<file path="config.mk">
export PLATFORM = sky130hd
export DESIGN_NAME = multdiv_scheduler
export DESIGN_NICKNAME = d
export VERILOG_FILES = /design/src/rtl/multdiv_scheduler.sv
export SDC_FILE = /design/constraint.sdc
export NUM_CORES = 1
export LEC_CHECK = 0
export ABC_AREA = 1
export CELL_PAD_IN_SITES_DETAIL_PLACEMENT = 0
export CELL_PAD_IN_SITES_GLOBAL_PLACEMENT = 1
export CORE_MARGIN = 4
export CORE_UTILIZATION = 31
export DETAILED_ROUTE_END_ITERATION = 12
export PLACE_DENSITY_LB_ADDON = 0.1
export SLEW_MARGIN = 10
export SYNTH_ARGS = -nofsm -noshare
export SYNTH_HDL_FRONTEND = slang
export SYNTH_SLANG_ARGS = --single-unit
</file>
<file path="constraint.sdc">
create_clock -name clock -period 3.1 [get_ports clock]
set_input_delay 0.62 -clock clock [delete_from_list [all_inputs] [get_ports clock]]
set_output_delay 0.62 -clock clock [all_outputs]
set_load 0.02 [all_outputs]
</file>
<file path="src/rtl/multdiv_scheduler.sv">
`default_nettype none
// ============================================================================
// Module   : multdiv_scheduler
// Brief    : Issue/commit controller for the shared multi-cycle mul/div unit.
// Revision : 1.0 - initial release
// ============================================================================
module multdiv_scheduler #(
    parameter int         TIMEOUT = 40,
    parameter logic [4:0] RSTATUS = 5'd30
) (
    input  logic        clock,
    input  logic        reset,
    input  logic        issue_valid,
    input  logic        issue_is_div,
    input  logic [4:0]  issue_rd,
    input  logic [31:0] issue_a,
    input  logic [31:0] issue_b,
    input  logic [4:0]  dx_rs1,
    input  logic [4:0]  dx_rs2,
    input  logic [4:0]  dx_rd,
    output logic        md_ctrl_mult,
    output logic        md_ctrl_div,
    output logic [31:0] md_op_a,
    output logic [31:0] md_op_b,
    input  logic [31:0] md_result,
    input  logic        md_exception,
    input  logic        md_ready,
    input  logic        mw_write_busy,
    output logic        stall,
    output logic        wb_valid,
    output logic [4:0]  wb_reg,
    output logic [31:0] wb_data,
    output logic        busy
);

    localparam logic [1:0] c_IDLE    = 2'd0;
    localparam logic [1:0] c_LAUNCH  = 2'd1;
    localparam logic [1:0] c_BUSY    = 2'd2;
    localparam logic [1:0] c_HOLD    = 2'd3;
    localparam logic [5:0] c_TIMEOUT = 6'(TIMEOUT);

    logic [1:0]  r_state;
    logic [1:0]  w_stateNext;
    logic [31:0] r_opA;
    logic [31:0] r_opB;
    logic [4:0]  r_rd;
    logic        r_isDiv;
    logic [5:0]  r_cnt;
    logic [4:0]  r_wbReg;
    logic [31:0] r_wbData;

    logic [5:0]  w_cntNext;
    logic        w_capture;
    logic        w_capExc;
    logic [4:0]  w_capReg;
    logic [31:0] w_capData;
    logic [4:0]  w_pendRd;

    // Counter saturates so a stuck unit can never wrap back below the limit.
    assign w_cntNext = (r_cnt == c_TIMEOUT) ? r_cnt : r_cnt + 6'd1;

    always_comb begin
        w_capture = 1'b0;
        w_capExc  = 1'b0;
        w_capReg  = r_rd;
        w_capData = md_result;
        if (r_state == c_BUSY) begin
            w_capture = md_ready | (w_cntNext == c_TIMEOUT);
            w_capExc  = md_ready ? md_exception : 1'b1;
        end
        if (w_capExc) begin
            w_capReg  = RSTATUS;
            w_capData = r_isDiv ? 32'd5 : 32'd4;
        end
    end

    always_ff @(posedge clock) begin
        if (reset) begin
            r_state <= c_IDLE;
        end else begin
            r_state <= w_stateNext;
        end
    end

    always_comb begin
        w_stateNext = r_state;
        case (r_state)
            c_IDLE:   if (issue_valid) w_stateNext = c_LAUNCH;
            c_LAUNCH: w_stateNext = c_BUSY;
            c_BUSY: begin
                if (w_capture) w_stateNext = (w_capReg == 5'd0) ? c_IDLE : c_HOLD;
            end
            c_HOLD:   if (!mw_write_busy) w_stateNext = c_IDLE;
            default:  w_stateNext = c_IDLE;
        endcase
    end

    always_ff @(posedge clock) begin
        if (reset) begin
            r_opA    <= 32'd0;
            r_opB    <= 32'd0;
            r_rd     <= 5'd0;
            r_isDiv  <= 1'b0;
            r_cnt    <= 6'd0;
            r_wbReg  <= 5'd0;
            r_wbData <= 32'd0;
        end else begin
            if (r_state == c_IDLE && issue_valid) begin
                r_opA   <= issue_a;
                r_opB   <= issue_b;
                r_rd    <= issue_rd;
                r_isDiv <= issue_is_div;
            end
            if (r_state == c_LAUNCH) begin
                r_cnt <= 6'd0;
            end else if (r_state == c_BUSY) begin
                r_cnt <= w_cntNext;
            end
            if (w_capture) begin
                r_wbReg  <= w_capReg;
                r_wbData <= w_capData;
            end
        end
    end

    // Once captured, the hazard register is whatever will actually be written.
    assign w_pendRd = (r_state == c_HOLD) ? r_wbReg : r_rd;

    assign busy         = (r_state != c_IDLE);
    assign md_ctrl_mult = (r_state == c_LAUNCH) & ~r_isDiv;
    assign md_ctrl_div  = (r_state == c_LAUNCH) &  r_isDiv;
    assign md_op_a      = r_opA;
    assign md_op_b      = r_opB;
    assign stall        = busy & (issue_valid |
                          ((w_pendRd != 5'd0) &
                           ((dx_rs1 == w_pendRd) | (dx_rs2 == w_pendRd) | (dx_rd == w_pendRd))));
    assign wb_valid     = (r_state == c_HOLD) & ~mw_write_busy;
    assign wb_reg       = (r_state == c_HOLD) ? r_wbReg  : 5'd0;
    assign wb_data      = (r_state == c_HOLD) ? r_wbData : 32'd0;

endmodule
`default_nettype wire

</file>
==> impl_metrics.ini <==
[synthesis]
yosys.cell_types.count = 29
synth_seq_cells = 115
netlist_top_cells_area = dfxtp_1 45%, nor2_1 13%, o21ai_0 7.8%, nand2_1 6.8%, inv_1 5.5%
synth_top_cell_by_area = dfxtp_1
synth_area_per_cell_sq_um = 7.18
synth.top_cell.area_share_pct = 44.8
synth_async_sr_flop_share_pct = 0
synthesis.area_sq_um = 5140
seq_area_frac_synth_pct = 44.8
synth_enable_flop_cells = 0
netlist_top_cells_count = 183 x nor2_1, 115 x dfxtp_1, 93 x nand2_1
ys.flop_type = dfxtp_1
most_repeated_cell_in_the_gate_level_netlist_after_synthesis = nor2_1
synthesis.nets = 841
syn-instance-count = 716
yosysWarnings = 0

[cts]
clock_tree.buffer_depth = 2
worstSkewPairLatency_ns = 0.41
cts-htree-levels = 4
cts_tree = built
clk_pin_slew_ns = 0.05
clk_root_buffer_cell = clkbuf_16
tritoncts_sink_count = 115
cts_buffer_count = 17
post_cts_hold_buffer_count = 0

[global_route]
grt_pass1_vias = 5207
antenna_violations_before_repair = 0
grt_max_degree = 65
grt.total_usage_pct = 17.2
grt_first_pass_wirelength_microns = 25400
globalRouteOverflowTotal = 0

[sta]
post_route_skew_ns = 0.00712
tightest_slew_ns = 0.588
finalHoldViolations = 0
tns_ns = 0
finalSetupViolations = 0
achievable-frequency_ghz = 0.358
setup_ws_ns = 0.307
slew_viol_final = 0
grt_setup_unrepaired = no
slew_headroom_pct = 60.8
final_period_minus_worst_setup_slack_ns = 2.79
finalCritPeriodShare_pct = 90.1

[hold_path]
worstHoldPathType = flop to flop
worst_hold_path_startpoint = r_wbData[4]

[layout]
layout_stage_area_growth_over_the_synthesis_result_pct = 58.5
final_nets = 1057
finish.cell_count_without_fillers = 1158
regArea_sq_um = 2300
postLayoutCellArea_sq_um = 8150
fill_cells = 1565
multi_input_logic_area_sq_um = 2350
antennaDiodeCount = 0
post_route_cells_drive_above_1_share_pct = 11.1

[placement]
place_ws_ns = 0.170
postPlaceCellArea_sq_um = 7550
detailed_place_hpwl_microns = 12000
placedCellCount = 1129
port_buffers = 228
gp_congestion = 0.854

[power_and_ir_drop]
power_mw = 5.94
cellPowerDensity_nw_per_um2 = 728
total_leakage_power_nw = 3.17
worst_ir_drop_vdd_v = 0.000372

[floorplan]
fp.coreArea_sq_um = 16100
floorplan.die_area_sq_um = 18700
rows = 46
io_pins = 229
fp.dieH_microns = 137
floorplan.initialDensity_pct = 32.0
die_x_microns = 137

[status]
status = finished, final reports clean

[critical_path]
critPathLaunch = r_state[1]
worst_path_largest_cell_delay_ns = 0.44
worstSetupPathType = flop to output port
launching_point_of_the_worst_reg2reg_path = r_cnt[0]
crit_end = stall
r2r_slack_ns = 1.16
critical_path.slowest_cell = dfxtp_1
critical_path_arrival_ns = 2.17
worstPathBufferInverterCount = 1
timing.critical_path.from_type = flop
worst-endpoint-required_ns = 2.48
worst_reg2reg_path_depth = 13
endpoint_kind = output port
crit-reg2reg-capture = r_wbData[0]
crit_chain = nand2_4, nand2_2, nand2_2, xor2_1, nor2_1, nand3_1, nand3_1, nand2_1, a21oi_1, dlygate4sd2_1
critPathMaxFanout = 20
timing.critical_path.depth = 10
critical_path.top_delay_family = simple AND/OR/NAND/NOR gates

[route]
via_count = 5173
drt-vias-per-instance = 4.47
final_antenna_net_count = 0
first_iter_violations = 164
detail_route.wl_per_cell_microns = 14.2
wl_microns = 16500
route.detailed.drc = 0
firstDrtPassIters = 4

[run]
cap_violations = 0
## cell usage in the layout, fill, tap and decap left out, types with 2 or more instances in the layout
cell type,synthesis,routed
clkbuf_1,16,3
a21oi_2,30,30
nor2_1,183,181
nor3_1,2,2
bufinv_16,0,3
clkdlybuf4s50_1,0,226
clkbuf_16,0,17
a21oi_1,20,20
nand2_1,93,93
dfxtp_1,115,115
o21ai_0,80,80
ha_1,2,2
nor2_2,3,4
clkinv_2,0,2
nand2_2,24,23
o211ai_1,2,2
nand2_4,6,7
clkbuf_8,0,4
inv_1,76,75
nand3_1,19,19
o21ai_1,8,8
nand4_1,2,2
inv_2,1,2
xor2_1,4,4
buf_4,0,7
## cell families (layout without fill, tap and decap cells)
logic type | Yosys count | count (layout) | synth area share [%]
simple gates | 334 | 334 | 27.5
xor+xnor | 4 | 4 | 0.681
fa+ha+maj | 2 | 2 | 0.486
buf+inv | 117 | 343 | 10.0
flops | 115 | 115 | 44.8
compound gates | 144 | 144 | 16.5
## cell type report
| class | instances | area share, % |
|---|---|---|
| Clock buffer | 24 | 6.03 |
| Clock inverter | 5 | 1.23 |
| Tap cell | 216 | 3.31 |
| Sequential cell | 115 | 28.2 |
| Inverter | 78 | 3.59 |
| Timing Repair Buffer | 236 | 28.8 |
| Multi-Input combinational cell | 484 | 28.8 |
## registers in the layout (all words and copies together) (netlist names)
signal    cells
md_op_a      32
r_rd          5
md_op_b      32
r_cnt         6
r_wbData     32
r_state       2
r_isDiv       1
r_wbReg       5
## metal layers
layer / track usage, % / share of wire [%] / vias to the layer above
met5: 0 / 0 / -
met2: 27.5 / 47 / 157
li1: - / - / 2659
met4: 6.43 / 2.4 / 0
met3: 9.38 / 11 / 25
met1: 19.4 / 40 / 2332
## stage by stage
step / hold WS (ns) / util, %
after floorplan: 0.440 / -
after global placement: 0.448 / 47.0
after detailed placement: 0.455 / 47.0
after CTS: 0.463 / 50.8
after global routing: 0.474 / 50.8
final: 0.460 / 50.8
## power by group
group | internal (mW) | total [mW] | switching [mW]
Combinational | 0.829 | 2.00 | 1.17
Sequential | 1.78 | 1.96 | 0.180
Clock | 1.33 | 1.98 | 0.646
## worst reg2reg max path, stage by stage, from the launching register on
cell and delay (ns):
dfxtp_1 0.38, inv_1 0.10, ha_1 0.22, nand2_1 0.07
clkinv_1 0.05, nand3_1 0.10, nand3_1 0.11, nand2_1 0.09
nor2_2 0.04, nand2_2 0.09, nand2_4 0.07, nand2_8 0.29
nand2_1 0.12, a21oi_1 0.13
## worst min-delay path by stage
stage                   end  slack [ns]  cells after the start
5_1_grt        r_wbData[24]        0.47                      2
2_1_floorplan  r_wbData[31]        0.44                      2
3_3_place_gp    r_wbData[3]        0.45                      2
6_report        r_wbData[4]        0.46                      2
3_5_place_dp    r_wbData[3]        0.46                      2
4_1_cts         r_wbData[3]        0.46                      2
## timing repair
| action | CTS | global route |
|---|---|---|
| resized for setup | 3 | 0 |
| buffers inserted | 0 | 0 |
| endpoints found under the setup margin | 1 | 0 |
Power figures use the tool's default switching activity.
